### config.mk
export PLATFORM = sky130hd
export DESIGN_NAME = board_io_bridge
export DESIGN_NICKNAME = d
export VERILOG_FILES = /design/src/rtl/board_io_bridge.sv
export SDC_FILE = /design/constraint.sdc
export NUM_CORES = 1
export LEC_CHECK = 0
export CORE_ASPECT_RATIO = 0.6
export CORE_MARGIN = 3
export CORE_UTILIZATION = 40
export DETAILED_ROUTE_END_ITERATION = 8
export DONT_BUFFER_PORTS = 1
export SYNTH_ARGS = -nofsm -noshare
export SYNTH_HDL_FRONTEND = slang
export SYNTH_SLANG_ARGS = --single-unit
### constraint.sdc
create_clock -name clk_i -period 2.53 [get_ports clk_i]
set_input_delay 0.1265 -clock clk_i [delete_from_list [all_inputs] [get_ports clk_i]]
set_output_delay 0.1265 -clock clk_i [all_outputs]
set_load 0.005 [all_outputs]
### src/rtl/board_io_bridge.sv
// Registered bridge between the CPU's 32-bit IO words and the DE2 board pins:
// switch sync/debounce, per-digit 7-segment mode, and an HD44780 EN strobe engine.
module board_io_bridge #(
  parameter int NUM_SW        = 17,
  parameter int NUM_HEX       = 8,
  parameter int NUM_LEDR      = 17,
  parameter int NUM_LEDG      = 8,
  parameter int DEBOUNCE_CYC  = 16,
  parameter int LCD_SETUP_CYC = 4,
  parameter int LCD_EN_CYC    = 12,
  parameter int LCD_HOLD_CYC  = 4
) (
  input  logic                   clk_i,
  input  logic                   rst_i,
  input  logic [NUM_SW-1:0]      sw_raw_i,
  output logic [31:0]            io_sw_o,
  input  logic [31:0]            io_ledr_i,
  input  logic [31:0]            io_ledg_i,
  input  logic [32*NUM_HEX-1:0]  io_hex_i,
  input  logic [NUM_HEX-1:0]     hex_mode_i,
  input  logic [31:0]            io_lcd_i,
  output logic [NUM_LEDR-1:0]    ledr_o,
  output logic [NUM_LEDG-1:0]    ledg_o,
  output logic [7*NUM_HEX-1:0]   hex_o,
  output logic [7:0]             lcd_data_o,
  output logic                   lcd_rw_o,
  output logic                   lcd_rs_o,
  output logic                   lcd_en_o,
  output logic                   lcd_on_o,
  output logic                   lcd_busy_o,
  output logic                   err_o,
  output logic [1:0]             lcd_state_o
);

  localparam logic [1:0] IDLE  = 2'd0;
  localparam logic [1:0] SETUP = 2'd1;
  localparam logic [1:0] PULSE = 2'd2;
  localparam logic [1:0] HOLD  = 2'd3;

  localparam int              DB_W    = $clog2(DEBOUNCE_CYC + 1);
  localparam logic [DB_W-1:0] DB_LAST = DB_W'(DEBOUNCE_CYC - 1);

  localparam logic [15:0] SETUP_LOAD = 16'(LCD_SETUP_CYC - 1);
  localparam logic [15:0] EN_LOAD    = 16'(LCD_EN_CYC - 1);
  localparam logic [15:0] HOLD_LOAD  = 16'(LCD_HOLD_CYC - 1);

  // Bits above the board width must be zero; a full 32-bit width leaves nothing to check.
  localparam logic [31:0] LEDR_UNUSED = (NUM_LEDR >= 32) ? 32'h0 : ~((32'h1 << NUM_LEDR) - 32'h1);
  localparam logic [31:0] LEDG_UNUSED = (NUM_LEDG >= 32) ? 32'h0 : ~((32'h1 << NUM_LEDG) - 32'h1);

  logic [NUM_SW-1:0]    r_sw_meta;
  logic [NUM_SW-1:0]    r_sw_sync;
  logic [NUM_SW-1:0]    r_sw_db;
  logic [DB_W-1:0]      r_db_cnt [NUM_SW];

  logic [NUM_LEDR-1:0]  r_ledr;
  logic [NUM_LEDG-1:0]  r_ledg;
  logic [7*NUM_HEX-1:0] r_hex;

  logic [1:0]           r_lcd_state;
  logic [15:0]          r_lcd_cnt;
  logic [7:0]           r_lcd_data;
  logic                 r_lcd_rw;
  logic                 r_lcd_rs;
  logic                 r_lcd_en;
  logic                 r_lcd_on;
  logic                 r_start_prev;
  logic                 r_err;

  logic                 w_start;
  logic                 w_start_drop;
  logic                 w_hex_bad;
  logic                 w_led_bad;
  logic                 w_lcd_bad;

  function automatic logic [6:0] seg_decode(input logic [3:0] n);
    logic [6:0] s;
    case (n)
      4'h0: s = 7'h3F;  4'h1: s = 7'h06;  4'h2: s = 7'h5B;  4'h3: s = 7'h4F;
      4'h4: s = 7'h66;  4'h5: s = 7'h6D;  4'h6: s = 7'h7D;  4'h7: s = 7'h07;
      4'h8: s = 7'h7F;  4'h9: s = 7'h6F;  4'hA: s = 7'h77;  4'hB: s = 7'h7C;
      4'hC: s = 7'h39;  4'hD: s = 7'h5E;  4'hE: s = 7'h79;  default: s = 7'h71;
    endcase
    return s;
  endfunction

  // A bit that stays equal to its debounced value keeps the counter at zero, so any
  // return to the old level (a toggle) restarts the stability window.
  always_ff @(posedge clk_i) begin
    if (rst_i) begin
      r_sw_meta <= '0;
      r_sw_sync <= '0;
      r_sw_db   <= '0;
      for (int i = 0; i < NUM_SW; i++) r_db_cnt[i] <= '0;
    end else begin
      r_sw_meta <= sw_raw_i;
      r_sw_sync <= r_sw_meta;
      for (int i = 0; i < NUM_SW; i++) begin
        if (r_sw_sync[i] == r_sw_db[i]) begin
          r_db_cnt[i] <= '0;
        end else if (r_db_cnt[i] == DB_LAST) begin
          r_sw_db[i]  <= ~r_sw_db[i];
          r_db_cnt[i] <= '0;
        end else begin
          r_db_cnt[i] <= r_db_cnt[i] + 1'b1;
        end
      end
    end
  end

  always_ff @(posedge clk_i) begin
    if (rst_i) begin
      r_ledr <= '0;
      r_ledg <= '0;
      r_hex  <= '1;
    end else begin
      r_ledr <= io_ledr_i[NUM_LEDR-1:0];
      r_ledg <= io_ledg_i[NUM_LEDG-1:0];
      for (int k = 0; k < NUM_HEX; k++) begin
        if (hex_mode_i[k]) r_hex[7*k +: 7] <= ~seg_decode(io_hex_i[32*k +: 4]);
        else               r_hex[7*k +: 7] <= ~io_hex_i[32*k +: 7];
      end
    end
  end

  always_comb begin
    w_hex_bad = 1'b0;
    for (int k = 0; k < NUM_HEX; k++) begin
      if (hex_mode_i[k]) w_hex_bad = w_hex_bad | (|(io_hex_i[32*k +: 32] & 32'hFFFF_FFF0));
      else               w_hex_bad = w_hex_bad | (|(io_hex_i[32*k +: 32] & 32'hFFFF_FF80));
    end
  end

  assign w_led_bad = (|(io_ledr_i & LEDR_UNUSED)) | (|(io_ledg_i & LEDG_UNUSED));
  assign w_lcd_bad = |io_lcd_i[30:11];

  // Handshake: a 0->1 on io_lcd_i[10] requests a strobe; it is accepted only while
  // lcd_busy_o=0 at that edge, otherwise it is dropped and flagged on err_o.
  assign w_start      = io_lcd_i[10] & ~r_start_prev;
  assign w_start_drop = w_start & (r_lcd_state != IDLE);

  always_ff @(posedge clk_i) begin
    if (rst_i) begin
      r_lcd_state  <= IDLE;
      r_lcd_cnt    <= '0;
      r_lcd_data   <= '0;
      r_lcd_rw     <= 1'b0;
      r_lcd_rs     <= 1'b0;
      r_lcd_en     <= 1'b0;
      r_lcd_on     <= 1'b0;
      r_start_prev <= 1'b0;
    end else begin
      r_start_prev <= io_lcd_i[10];
      r_lcd_on     <= io_lcd_i[31];
      case (r_lcd_state)
        IDLE: begin
          if (w_start) begin
            r_lcd_data  <= io_lcd_i[7:0];
            r_lcd_rw    <= io_lcd_i[8];
            r_lcd_rs    <= io_lcd_i[9];
            r_lcd_cnt   <= SETUP_LOAD;
            r_lcd_state <= SETUP;
          end
        end
        SETUP: begin
          if (r_lcd_cnt == 16'd0) begin
            r_lcd_en    <= 1'b1;
            r_lcd_cnt   <= EN_LOAD;
            r_lcd_state <= PULSE;
          end else begin
            r_lcd_cnt <= r_lcd_cnt - 16'd1;
          end
        end
        PULSE: begin
          if (r_lcd_cnt == 16'd0) begin
            r_lcd_en    <= 1'b0;
            r_lcd_cnt   <= HOLD_LOAD;
            r_lcd_state <= HOLD;
          end else begin
            r_lcd_cnt <= r_lcd_cnt - 16'd1;
          end
        end
        default: begin
          if (r_lcd_cnt == 16'd0) r_lcd_state <= IDLE;
          else                    r_lcd_cnt   <= r_lcd_cnt - 16'd1;
        end
      endcase
    end
  end

  always_ff @(posedge clk_i) begin
    if (rst_i) r_err <= 1'b0;
    else       r_err <= r_err | w_led_bad | w_hex_bad | w_lcd_bad | w_start_drop;
  end

  assign io_sw_o     = 32'(r_sw_db);
  assign ledr_o      = r_ledr;
  assign ledg_o      = r_ledg;
  assign hex_o       = r_hex;
  assign lcd_data_o  = r_lcd_data;
  assign lcd_rw_o    = r_lcd_rw;
  assign lcd_rs_o    = r_lcd_rs;
  assign lcd_en_o    = r_lcd_en;
  assign lcd_on_o    = r_lcd_on;
  assign lcd_busy_o  = (r_lcd_state != IDLE);
  assign err_o       = r_err;
  assign lcd_state_o = r_lcd_state;

endmodule

Word level (Yosys, flattened, before mapping)
Memory sizes are Yosys's and may differ from the RTL's.
Cells that the tools add are included.
Storage, ports and cells
  bits in registers: 164
  memory bits (writable): 85
  bits in read-only memories: 896
  bits of input ports: 379
  output and inout bits: 129
  word-level logic and storage cells: 551
  memories: 9
Memories
  (name not given): words 16, bits a word 7, rd ports 1, clocked after memory_dff 0, wr ports 0, RTL line 78  | case (n)
  (name not given): words 16, bits a word 7, rd ports 1, clocked after memory_dff 0, wr ports 0, RTL line 78
  (name not given): words 16, bits a word 7, rd ports 1, clocked after memory_dff 0, wr ports 0, RTL line 78
  (name not given): words 16, bits a word 7, rd ports 1, clocked after memory_dff 0, wr ports 0, RTL line 78
  (name not given): words 16, bits a word 7, rd ports 1, clocked after memory_dff 0, wr ports 0, RTL line 78
  (name not given): words 16, bits a word 7, rd ports 1, clocked after memory_dff 0, wr ports 0, RTL line 78
  3 more memories
Operators by class
  add/sub/neg operators: 18
  equality and inequality tests: 40
  multiplexer cells: 285
  bitwise operators: 123
  reduce and logical (&&, ||, !) cells: 45
Operators by type and width (count)
  5-bit 2-to-1 mux: 51
  28-bit OR reduction: 8
  25-bit OR reduction: 8
  1-bit 2-to-1 mux: 199
  7-bit 2-to-1 mux: 24
  7-bit NOT: 16
  5-bit by 1-bit adder with 5-bit output (second input constant): 17
  5-bit by 4-bit == test with 1-bit output (second input constant): 17
  1-bit OR: 70
  16-bit 2-to-1 mux: 4
  16-bit one-hot mux with 3 select lines: 1
  2-bit AND reduction: 19
  1-bit NOT: 35
  24-bit OR reduction: 1
  20-bit OR reduction: 1
  1-bit == test: 17
  16-bit logical NOT: 1
  16-bit by 1-bit subtractor with 16-bit output (second input constant): 1
  15-bit OR reduction: 1
  2-bit 2-to-1 mux: 4
  2-bit != test (second input constant): 3
  2-bit one-hot mux with 3 select lines: 1
  2-bit nonzero test: 3
  4-bit by 1-bit != test with 1-bit output (second input constant): 1
  7 further kinds: 8

Longest topological paths before layout
Gate-level depths: netlist of run 1.
  depth in word-level cells: 19
  gate-level depth with buffers: 9
  depth with buffers taken out: 7

Worst setup path after synthesis of run 1
No wires, ideal clock.
  path kind: register -> register
  from: reg r_lcd_cnt[0]
  to: reg r_lcd_state[1], in the netlist lcd_state_o[1]
  setup time: 128 ps
  arrival time: 1782 ps
  data required time: 2402 ps
  slack: 620 ps
  cell stages (with the launch flop): 9
  period minus slack after synthesis: 1910 ps
  cells stage by stage: dfxtp_1 -> inv_1 -> ha_1 -> nor4b_1 -> nand4_2 -> clkbuf_1 -> a21boi_1 -> mux2i_1 -> nor2_1
Between the ends
  cells in the longest elaborated chain, start to end: 3
Ends and longest elaborated chain
  from (decl): RTL line 61  | logic [15:0] r_lcd_cnt;
  from (signal assigned): RTL line 171  | r_lcd_cnt <= r_lcd_cnt - 16'd1;
  from (signal assigned): RTL line 180  | r_lcd_cnt <= r_lcd_cnt - 16'd1;
  from (signal assigned): RTL line 185  | else r_lcd_cnt <= r_lcd_cnt - 16'd1;
  16-bit logical NOT *: RTL line 166, 175, 184
  2-bit != test (no source line) or 2-bit nonzero test (tied branches)
  4-bit AND reduction (no source line) *
  to (signal assigned): RTL line 169  | r_lcd_state <= PULSE;
  to (signal assigned): RTL line 178  | r_lcd_state <= HOLD;
  to (signal assigned): RTL line 184  | if (r_lcd_cnt == 16'd0) r_lcd_state <= IDLE;
  to (decl): RTL line 60  | logic [1:0] r_lcd_state;
Every way passes the cells marked *; elsewhere a longest branch is shown, timed or not.
A chain may end at the register's enable or synchronous reset.

Worst setup path in the final report of run 1
  from: in rst_i
  to: reg r_hex[36], in the netlist hex_o[36]
RTL lines
  from (decl): RTL line 14  | input logic rst_i,
  to (signal, indexed assignment): RTL line 120  | if (hex_mode_i[k]) r_hex[7*k +: 7] <= ~seg_decode(io_hex_i[32*k +: 4]);
  to (signal, indexed assignment): RTL line 121  | else r_hex[7*k +: 7] <= ~io_hex_i[32*k +: 7];
  to (decl): RTL line 58  | logic [7*NUM_HEX-1:0] r_hex;
No word-level cell between the ends.

==> results of run 1 <==
registers in the layout, indices dropped and copies added (netlist names):
| name | count |
|---|---|
| r_db_cnt | 85 |
| r_lcd_cnt | 16 |
| r_sw_db | 17 |
| lcd_rs_o | 1 |
| lcd_on_o | 1 |
| lcd_state_o | 2 |
| r_sw_sync | 17 |
| hex_o | 56 |
| r_start_prev | 1 |
| lcd_en_o | 1 |
| lcd_rw_o | 1 |
| lcd_data_o | 8 |
| ledg_o | 8 |
| ledr_o | 17 |
| r_sw_meta | 17 |
| err_o | 1 |
power groups by stage:
stage               combinational [mW]  sequential, mW  clock, mW
floorplan                         1.81            4.77          0
global placement                  2.14            4.86          0
detailed placement                2.18            4.86          0
CTS                               2.48            4.78       3.91
global route                      2.78            4.81       4.06
finish                            2.50            4.78       3.80
metal layers:
layer	up-vias	part of all wire	wire (um)	GRT usage
li1	4877	-	-	-
met1	4882	0.42	16150	0.2829
met2	417	0.45	17480	0.3507
met3	81	0.093	3582	0.08507
met4	8	0.033	1277	0.06838
met5	-	0.0015	57	0
cells by family (layout without fill, tap and decap cells):
kind of cell | Yosys count | count (layout)
other | 2 | 110
flip-flops | 249 | 249
AND/OR/NAND/NOR | 488 | 488
XOR/XNOR | 58 | 58
multiplexers | 55 | 55
adder cells (fa/ha/maj) | 79 | 79
buffers and inverters | 150 | 302
AO/OA/AOI/OAI | 199 | 199
synthesized netlist by cell type (all sizes together), types with 2 or more instances:
cell     number  area [sq um]
nor4         65         412.9
o2111ai       4         35.03
ha           79         988.5
nand4        17         112.6
a311o         9         90.09
xnor2        34         297.8
xor2         24         210.2
a21oi        32         163.9
a211o         2         17.52
edfxtp       85          2552
o21ai        82         414.1
nand2        95         356.6
nor2b        67         419.2
a21o          4         30.03
or2           4         25.02
or3          20         126.4
and3         18         112.6
dfxtp       164          3283
o31ai        11         82.58
or4          11         91.34
buf          25         155.2
nand2b       13         81.33
mux2         20         225.2
clkbuf       39         146.4
nor2        137         514.2
a211oi       13         97.59
conb          2         7.510
nand3        23         115.1
a31oi         9         56.30
inv          86         322.8
o211ai       23         172.7
nor3         12         65.06
mux2i        35         350.3
o21a          2         15.01
nor4b         3         32.53
cell type report:
| class | count | area, sq um | area share |
|---|---|---|---|
| multi-input combinational | 979 | 6205 | 0.4022 |
| sequential | 249 | 5836 | 0.3783 |
| timing repair buffer | 171 | 1694 | 0.1098 |
| clock buffer | 28 | 678.2 | 0.04396 |
| tap | 408 | 510.5 | 0.03309 |
| inverter | 86 | 322.8 | 0.02092 |
| clock inverter | 17 | 156.4 | 0.01014 |
| antenna | 10 | 25.02 | 0.001622 |
worst max-delay path by stage:
stage,end,cells past startpoint
floorplan,lcd_state_o[1],8
global placement,r_lcd_cnt[11],8
detailed placement,r_lcd_cnt[11],9
CTS,hex_o[36],5
global route,r_lcd_cnt[11],9
finish,hex_o[36],5
stage by stage:
stage	hold slack (ns)	instance area, sq um	util	power [mW]	setup slack, ns
6_report	0.01291	15430	0.5125	11.09	0.1373
3_3_place_gp	0.2052	12980	0.4311	6.994	0.3439
4_1_cts	0.0006313	15400	0.5117	11.17	0.1570
2_1_floorplan	0.2424	12660	-	6.578	0.6200
5_1_grt	0.01569	15420	0.5122	11.66	0.03503
3_5_place_dp	0.2069	12980	0.4311	7.037	0.2807
critical path, delay by kind of cell:
| kind | cells | cell delay (ns) |
|---|---|---|
| AOI/OAI and AO/OA | 1 | 0.12 |
| buffers and inverters | 4 | 2.56 |
==> results.json, run 1 <==
{
  "power_density_mw_per_mm2": 718.6,
  "critical_path.startpoint_type": "input port",
  "setup_violations": 0,
  "timing.critical_path.required_ns": 2.99,
  "initial_utilization": 0.4085,
  "synth.cell_area_sq_mm": 0.01230,
  "clock_power_share": 0.343,
  "drt-initial-drc-count": 614,
  "clock-skew-final_ns": 0.008999,
  "gp_routability_congestion": 1.073,
  "final_common_cell": "sky130_fd_sc_hd__dfxtp_1",
  "muxShareOfSynthArea": 0.04681,
  "layout_min_cycle_time_ns": 2.393,
  "critical-path-top-cell-by-count": "sky130_fd_sc_hd__dlygate4sd3_1",
  "mostFrequentLayoutCells": "sky130_fd_sc_hd__dfxtp_1 (164), sky130_fd_sc_hd__dlygate4sd3_1 (156), sky130_fd_sc_hd__nor2_1 (137)",
  "p_sw_frac": 0.2988,
  "layout-drive-gt1-share": 0.06275,
  "cellLeakagePower_nw": 6.250,
  "crit_type": "in -> reg",
  "setup_repair_after_global_routing_missed_its_margin": "no",
  "synth-async-reset-ratio": 0,
  "detail_route.wl_per_cell_um": 19.79,
  "post_cts.repair.setup_buffers": 0,
  "synth-seq-area-share": 0.4746,
  "die_footprint_sq_mm": 0.03295,
  "drc_errors": 0,
  "power.combinational.fraction": 0.226,
  "main_combinational_cell_family_by_area_after_synthesis": "simple AND/OR/NAND/NOR gates",
  "first_global_vias": 9559,
  "min_delay_worst_endpoint": "hex_o[29]",
  "global_route.overflow_total": 0,
  "total_clock_buffers_created_by_cts": 25,
  "reg2reg_setup_slack_ns": 0.25,
  "status": "complete, no violations",
  "cts_max_path_buffers": 3,
  "critical_path.cell_chain": "dlygate4sd3_1 > inv_2 > buf_4 > o211ai_1 > dlygate4sd3_1",
  "cts.repair.resized": 0,
  "synth-adder-area-share": 0.08038,
  "number_of_top_level_pins": 508,
  "first_pass_grt_wire_length_um": 56800,
  "placementRows": 49,
  "timing.critical_path.to_type": "flip-flop",
  "ir_worst_vdd_mv": 0.5165,
  "nFillCells": 2733,
  "h-tree-depth": 1,
  "min_path_type": "in -> reg",
  "min-delay-start": "io_hex_i[130]",
  "worst-slew-pin-transition_ns": 0.9404,
  "final-max-slew-violation-count": 0,
  "finish.net_count": 1970,
  "grt_start_max_net_pins": 112,
  "dpl.cell_count": 1736,
  "final_min_period_over_clock_period": 0.9457,
  "synth_simple_gate_area_share": 0.2027,
  "cts.clk_slew.worst_paths_ns": 0.06,
  "clk-insertion-delay-late_ns": 0.53,
  "global_route.usage.total": 0.2224,
  "synth_xor_area_frac": 0.04131,
  "maxCapViolations": 0,
  "number_of_antenna_violations_at_the_first_check_in_global_routing": 14,
  "setup.worst_path.start": "rst_i",
  "synth_compound_area_frac": 0.1029,
  "synthesis.yosys.warnings": 0,
  "max_freq_mhz": 417.9,
  "drt_wl_total_um": 38550,
  "fp.dieH_um": 141.8,
  "hold_viol_final": 0,
  "vias": 10265,
  "cts-root-buf": "sky130_fd_sc_hd__clkbuf_16",
  "cts_num_sinks": 249,
  "reg2reg_to": "r_lcd_cnt[11]",
  "area.growth.synth_to_final_pct": 25.46,
  "design.core.area_sq_mm": 0.03010,
  "post_synth_inst_count": 1280,
  "drtAntennaViolNets": 0,
  "slew-limit-headroom": 0.3673,
  "slowest_stage": "sky130_fd_sc_hd__dlygate4sd3_1",
  "dieWidth_um": 232.4,
  "p_seq_frac": 0.431,
  "ys.flop_type": "sky130_fd_sc_hd__dfxtp_1",
  "net-switching-power_mw": 3.313,
  "synth-edff-count": 85,
  "firstDrtPassIters": 7,
  "r2r-start": "lcd_state_o[0]",
  "synth.lib_cells_used.distinct": 59,
  "avgViaCountPerCell": 5.270,
  "totalNegativeSetupSlack_ns": 0,
  "tritoncts": "yes",
  "p_int_mw": 7.774,
  "finish.cell_count_without_fillers": 1948,
  "post_synth.cell_area_avg_sq_um": 9.607,
  "rr_worst_depth": 8,
  "worst_hold_path.num_cells": 4,
  "detailedPlacementHpwl_um": 28180,
  "yosys_register_bits": 249,
  "cts.hold.buffers_added": 157,
  "critPathArrivalTime_ns": 2.85,
  "slowest_delay_ns": 1.10,
  "crit_path_max_fanout": 30,
  "place.port_buffers": 0
}
(Power assumes the default switching activity.)
==> run 2: changes to the inputs <==
CORE_AREA = 3 3 195 197   (was not set)
CORE_ASPECT_RATIO = not set   (was 0.6)
CORE_MARGIN = not set   (was 3)
CORE_UTILIZATION = not set   (was 40)
DIE_AREA = 0 0 198 200   (was not set)
PLACE_DENSITY = 0.43   (was not set)
clock period = 3.1 ns   (was 2.53 ns; I/O delays follow)
==> results.json, run 2 (synthesized netlist as in run 1, its figures left out) <==
{
  "status": "complete, no violations",
  "final_common_cell": "sky130_fd_sc_hd__dfxtp_1",
  "slew-limit-headroom": 0.4881,
  "clock-skew-final_ns": 0.02446,
  "clk-insertion-delay-late_ns": 0.56,
  "placementRows": 70,
  "final_min_period_over_clock_period": 0.7880,
  "total_clock_buffers_created_by_cts": 30,
  "global_route.overflow_total": 0,
  "first_pass_grt_wire_length_um": 58750,
  "setup_violations": 0,
  "dieWidth_um": 198,
  "fp.dieH_um": 200,
  "number_of_top_level_pins": 508,
  "layout-drive-gt1-share": 0.06426,
  "tritoncts": "yes",
  "design.core.area_sq_mm": 0.03643,
  "timing.critical_path.required_ns": 3.58,
  "first_global_vias": 9828,
  "avgViaCountPerCell": 5.016,
  "layout_min_cycle_time_ns": 2.443,
  "max_freq_mhz": 409.4,
  "gp_routability_congestion": 1.145,
  "detailedPlacementHpwl_um": 29550,
  "drtAntennaViolNets": 0,
  "detail_route.wl_per_cell_um": 20.23,
  "largest_reg_flops": 85,
  "cts.clk_slew.worst_paths_ns": 0.06,
  "firstDrtPassIters": 5,
  "number_of_antenna_violations_at_the_first_check_in_global_routing": 17,
  "area.growth.synth_to_final_pct": 26.81,
  "place.port_buffers": 0,
  "postLayoutCoreUtil": 0.4280,
  "vias": 10032,
  "drt-initial-drc-count": 423,
  "timing.critical_path.to_type": "flip-flop",
  "cts-root-buf": "sky130_fd_sc_hd__clkbuf_16",
  "drc_errors": 0,
  "drt_wl_total_um": 40470,
  "mostFrequentLayoutCells": "sky130_fd_sc_hd__dfxtp_1 (164), sky130_fd_sc_hd__dlygate4sd3_1 (145), sky130_fd_sc_hd__nor2_1 (137)",
  "nFillCells": 3580,
  "min_path_type": "in -> reg",
  "power_density_mw_per_mm2": 618.2,
  "die_footprint_sq_mm": 0.03960,
  "hold_viol_final": 0,
  "initial_utilization": 0.3375,
  "setup_repair_after_global_routing_missed_its_margin": "no",
  "final-max-slew-violation-count": 0,
  "finish.net_count": 1959,
  "global_route.usage.total": 0.1943,
  "critical_path.startpoint_type": "flip-flop",
  "critPathArrivalTime_ns": 2.92,
  "ir_worst_vdd_mv": 0.4561,
  "cts_num_sinks": 249,
  "totalNegativeSetupSlack_ns": 0,
  "crit_path_max_fanout": 11,
  "area_of_the_multi_input_gates_sq_mm": 0.006205,
  "top_register": "r_db_cnt",
  "crit_type": "reg -> reg",
  "area.sequential_sq_mm": 0.005836,
  "cellLeakagePower_nw": 6.289,
  "h-tree-depth": 1,
  "cts_max_path_buffers": 3,
  "grt_start_max_net_pins": 113,
  "worst-slew-pin-transition_ns": 0.7608,
  "maxCapViolations": 0
}
run 2: cell count changes in the layout (fill, tap and decap cells not counted), sizes merged, moves of 2 or more:
cell	delta
clkbuf	+18
dlygate4sd3	-11
clkinv	-8
buf	-5
diode	-3
clkinvlp	+2
run 2: worst paths after layout:
kind / from / to / slack [ns] / cells after the start
worst max register to register: lcd_state_o[1] / r_lcd_cnt[11] / 0.66 / 8
worst max-delay path: lcd_state_o[1] / r_lcd_cnt[11] / 0.66 / 8
worst min register to register: r_sw_meta[12] / r_sw_sync[12] / 0.44 / 1
worst min-delay path: rst_i / ledr_o[9] / 0.01 / 2
run 2: per-layer routing:
layer | up-vias | global-route usage | share of wire
met5 | - | 0 | 0.0032
met4 | 20 | 0.05898 | 0.026
met3 | 73 | 0.07654 | 0.094
met2 | 379 | 0.3179 | 0.47
met1 | 4703 | 0.2380 | 0.41
li1 | 4857 | - | -
run 2: cell type report:
| cell class | instances | area share |
|---|---|---|
| sequential | 249 | 0.3742 |
| clock buffer | 46 | 0.06202 |
| tap | 468 | 0.03755 |
| antenna | 7 | 0.001123 |
| inverter | 86 | 0.02070 |
| timing repair buffer | 155 | 0.09917 |
| multi-input combinational | 979 | 0.3979 |
| clock inverter | 10 | 0.007302 |
run 2: report_power, final:
part / leakage, nW / total [mW] / internal (mW) / switching (mW)
Combinational: 3.53 / 1.99 / 0.900 / 1.09
Sequential: 2.23 / 3.91 / 3.65 / 0.261
Clock: 0.528 / 3.74 / 2.32 / 1.42
run 2: stage by stage:
step / hold WS, ns / cells / cell area (sq um) / setup WS [ns] / power [mW]
global placement: 0.2359 / 1791 / 13020 / 0.7515 / 5.725
finish: 0.01293 / 2000 / 15590 / 0.6572 / 9.640
floorplan: 0.2709 / 1378 / 12660 / 1.190 / 5.368
global route: 0.02853 / 2000 / 15590 / 0.4372 / 10.20
detailed placement: 0.2349 / 1791 / 13020 / 0.7349 / 5.720
CTS: 0.0005662 / 1993 / 15580 / 0.7082 / 9.781
run 2: timing repair:
item                                   4_1_cts  5_1_grt
setup buffers                                0        0
endpoints found under the hold margin      169        0
hold buffers                               146        0
gates resized for setup                      0        0
run 2: worst max-delay path, stage by stage (launching register included):
cell,delay [ns]
sky130_fd_sc_hd__dfxtp_1,0.41
sky130_fd_sc_hd__inv_1,0.13
sky130_fd_sc_hd__ha_1,0.40
sky130_fd_sc_hd__inv_1,0.19
sky130_fd_sc_hd__nand2_1,0.27
sky130_fd_sc_hd__o211ai_1,0.13
sky130_fd_sc_hd__buf_4,0.19
sky130_fd_sc_hd__or4b_1,0.51
sky130_fd_sc_hd__a21oi_1,0.15
==> run 3: changes to the inputs <==
CORE_AREA = 3 3 196 198   (was 3 3 195 197)
DIE_AREA = 0 0 199 201   (was 0 0 198 200)
clock period = 2.5 ns   (was 3.1 ns; I/O delays follow)
==> results.json, run 3 (synthesized netlist as in run 1, its figures left out) <==
{
  "cts_num_sinks": 249,
  "timing.critical_path.required_ns": 2.93,
  "die_footprint_sq_mm": 0.04000,
  "critPathCapture": "err_o",
  "gp_routability_congestion": 1.118,
  "final_common_cell": "sky130_fd_sc_hd__dlygate4sd3_1",
  "power_density_mw_per_mm2": 735.5,
  "fin_ws_ns": 0.1354,
  "drtAntennaViolNets": 0,
  "drt-initial-drc-count": 429,
  "max_freq_mhz": 422.9,
  "top_register": "r_db_cnt",
  "setup.worst_path.start": "io_ledr_i[29]",
  "detailedPlacementHpwl_um": 29170,
  "initial_utilization": 0.3351,
  "h-tree-depth": 1,
  "nFillCells": 3597,
  "hold_viol_final": 0,
  "crit_path_max_fanout": 1,
  "grt_start_max_net_pins": 125,
  "reg2reg_to": "r_lcd_cnt[3]",
  "dieWidth_um": 199,
  "mostFrequentLayoutCells": "sky130_fd_sc_hd__dlygate4sd3_1 (168), sky130_fd_sc_hd__dfxtp_1 (164), sky130_fd_sc_hd__nor2_1 (137)",
  "critPathArrivalTime_ns": 2.80,
  "global_route.usage.met2": 0.3111,
  "post_cts.repair.setup_buffers": 0,
  "avgViaCountPerCell": 4.972,
  "fp.dieH_um": 201,
  "first_pass_grt_wire_length_um": 58780,
  "worst-slew-pin-transition_ns": 0.9036,
  "r2r-start": "r_lcd_cnt[0]",
  "grt_util_met1": 0.2379,
  "tritoncts": "yes",
  "cts-root-buf": "sky130_fd_sc_hd__clkbuf_16",
  "cts.clk_slew.worst_paths_ns": 0.06,
  "largest_reg_flops": 85,
  "maxCapViolations": 0,
  "clk-insertion-delay-late_ns": 0.58,
  "cellLeakagePower_nw": 6.383,
  "grt_busiest_layer": "met2",
  "timing.critical_path.to_type": "flip-flop",
  "place.port_buffers": 0,
  "slew-limit-headroom": 0.3920,
  "setup_slack_after_placement_ns": 0.2644,
  "detail_route.wl_per_cell_um": 19.44,
  "firstDrtPassIters": 4,
  "placementRows": 70,
  "number_of_antenna_violations_at_the_first_check_in_global_routing": 11,
  "cts_max_path_buffers": 3,
  "rr_worst_depth": 8,
  "final_min_period_over_clock_period": 0.9458,
  "area.growth.synth_to_final_pct": 28.26,
  "drt_wl_total_um": 39360,
  "totalNegativeSetupSlack_ns": 0,
  "global_route.overflow_total": 0,
  "finish.net_count": 1987,
  "setup_repair_after_global_routing_missed_its_margin": "no",
  "gr-usage-met3": 0.06730,
  "crit_type": "in -> reg",
  "global_route.usage.total": 0.1900,
  "first_global_vias": 9974,
  "ir_worst_vdd_mv": 0.5259,
  "reg2reg_setup_slack_ns": 0.25,
  "setup_violations": 0,
  "clock-skew-final_ns": 0.01253,
  "total_clock_buffers_created_by_cts": 30,
  "layout_min_cycle_time_ns": 2.365,
  "postLayoutCoreUtil": 0.4298,
  "min_path_type": "in -> reg",
  "final-max-slew-violation-count": 0,
  "design.core.area_sq_mm": 0.03670,
  "drc_errors": 0,
  "vias": 10063,
  "critical_path.startpoint_type": "input port",
  "status": "complete, no violations",
  "number_of_top_level_pins": 508,
  "layout-drive-gt1-share": 0.06701
}
## run 3: cell types whose count changed in the layout (fill, tap and decap cells not counted), sizes merged
| cell | previous run | this run |
|---|---|---|
| dlygate4sd3 | 145 | 168 |
| diode | 7 | 4 |
| bufinv | 2 | 0 |
| inv | 88 | 86 |
| buf | 10 | 15 |
| clkinvlp | 2 | 0 |
| clkbuf | 46 | 45 |
| clkinv | 4 | 10 |
## run 3: power breakdown
part           leakage (nW)  internal [mW]  total (mW)  switching, mW
logic                  3.66           1.18        2.54           1.36
registers              2.23           4.53        4.84          0.311
clock network         0.486           2.48        4.22           1.74
total                  6.38           8.19        11.6           3.41
## run 3: worst max-delay path, cell delays in order
cell and delay (ns):
sky130_fd_sc_hd__dlygate4sd3_1 0.56, sky130_fd_sc_hd__nor4_2 0.15, sky130_fd_sc_hd__dlygate4sd3_1 0.59, sky130_fd_sc_hd__nand4_1 0.10
sky130_fd_sc_hd__dlygate4sd3_1 0.62, sky130_fd_sc_hd__or4_1 0.41, sky130_fd_sc_hd__nor3_2 0.13, sky130_fd_sc_hd__a41oi_1 0.11
## run 3: how the worst min path moves through the flow
| stage | startpoint | endpoint | slack [ns] | depth (start not counted) |
|---|---|---|---|---|
| 6_report | io_hex_i[194] | hex_o[46] | 0.03 | 4 |
| 5_1_grt | io_hex_i[194] | hex_o[46] | 0.02 | 4 |
| 4_1_cts | io_hex_i[130] | hex_o[29] | 0.003 | 5 |
| 3_5_place_dp | rst_i | ledg_o[1] | 0.21 | 1 |
| 3_3_place_gp | rst_i | r_sw_sync[10] | 0.21 | 1 |
| 2_1_floorplan | io_hex_i[64] | hex_o[14] | 0.24 | 1 |
## run 3: repair_timing
item                       4_1_cts  5_1_grt
hold endpoints to repair       236        0
setup endpoints to repair        0        1
hold buffers                   170        0
gates resized for setup          0        3
## run 3: layout make-up
type                    count  area, sq um  share of cell area
well taps                 468        585.6             0.03713
inverters                  86        322.8             0.02047
diodes                      4        10.01           0.0006347
clock inverters            10        75.07            0.004760
flip-flops and latches    249         5836              0.3700
repair buffers            183         1814              0.1150
clock buffers              45        899.6             0.05704
multi-input cells         979         6228              0.3949
## run 3: per-stage QoR
step,hold WS (ns),cells,power [mW],cell area (sq um)
2_1_floorplan,0.2409,1378,6.657,12660
3_3_place_gp,0.2064,1796,7.137,13060
3_5_place_dp,0.2061,1796,7.129,13060
4_1_cts,0.002917,2021,11.78,15750
5_1_grt,0.02083,2020,12.30,15760
6_report,0.02542,2024,11.60,15770
## run 3: per-layer routing
layer	wire [um]	up-vias
li1	-	4895
met1	16620	4721
met2	18320	358
met3	3359	71
met4	926	18
met5	123	-
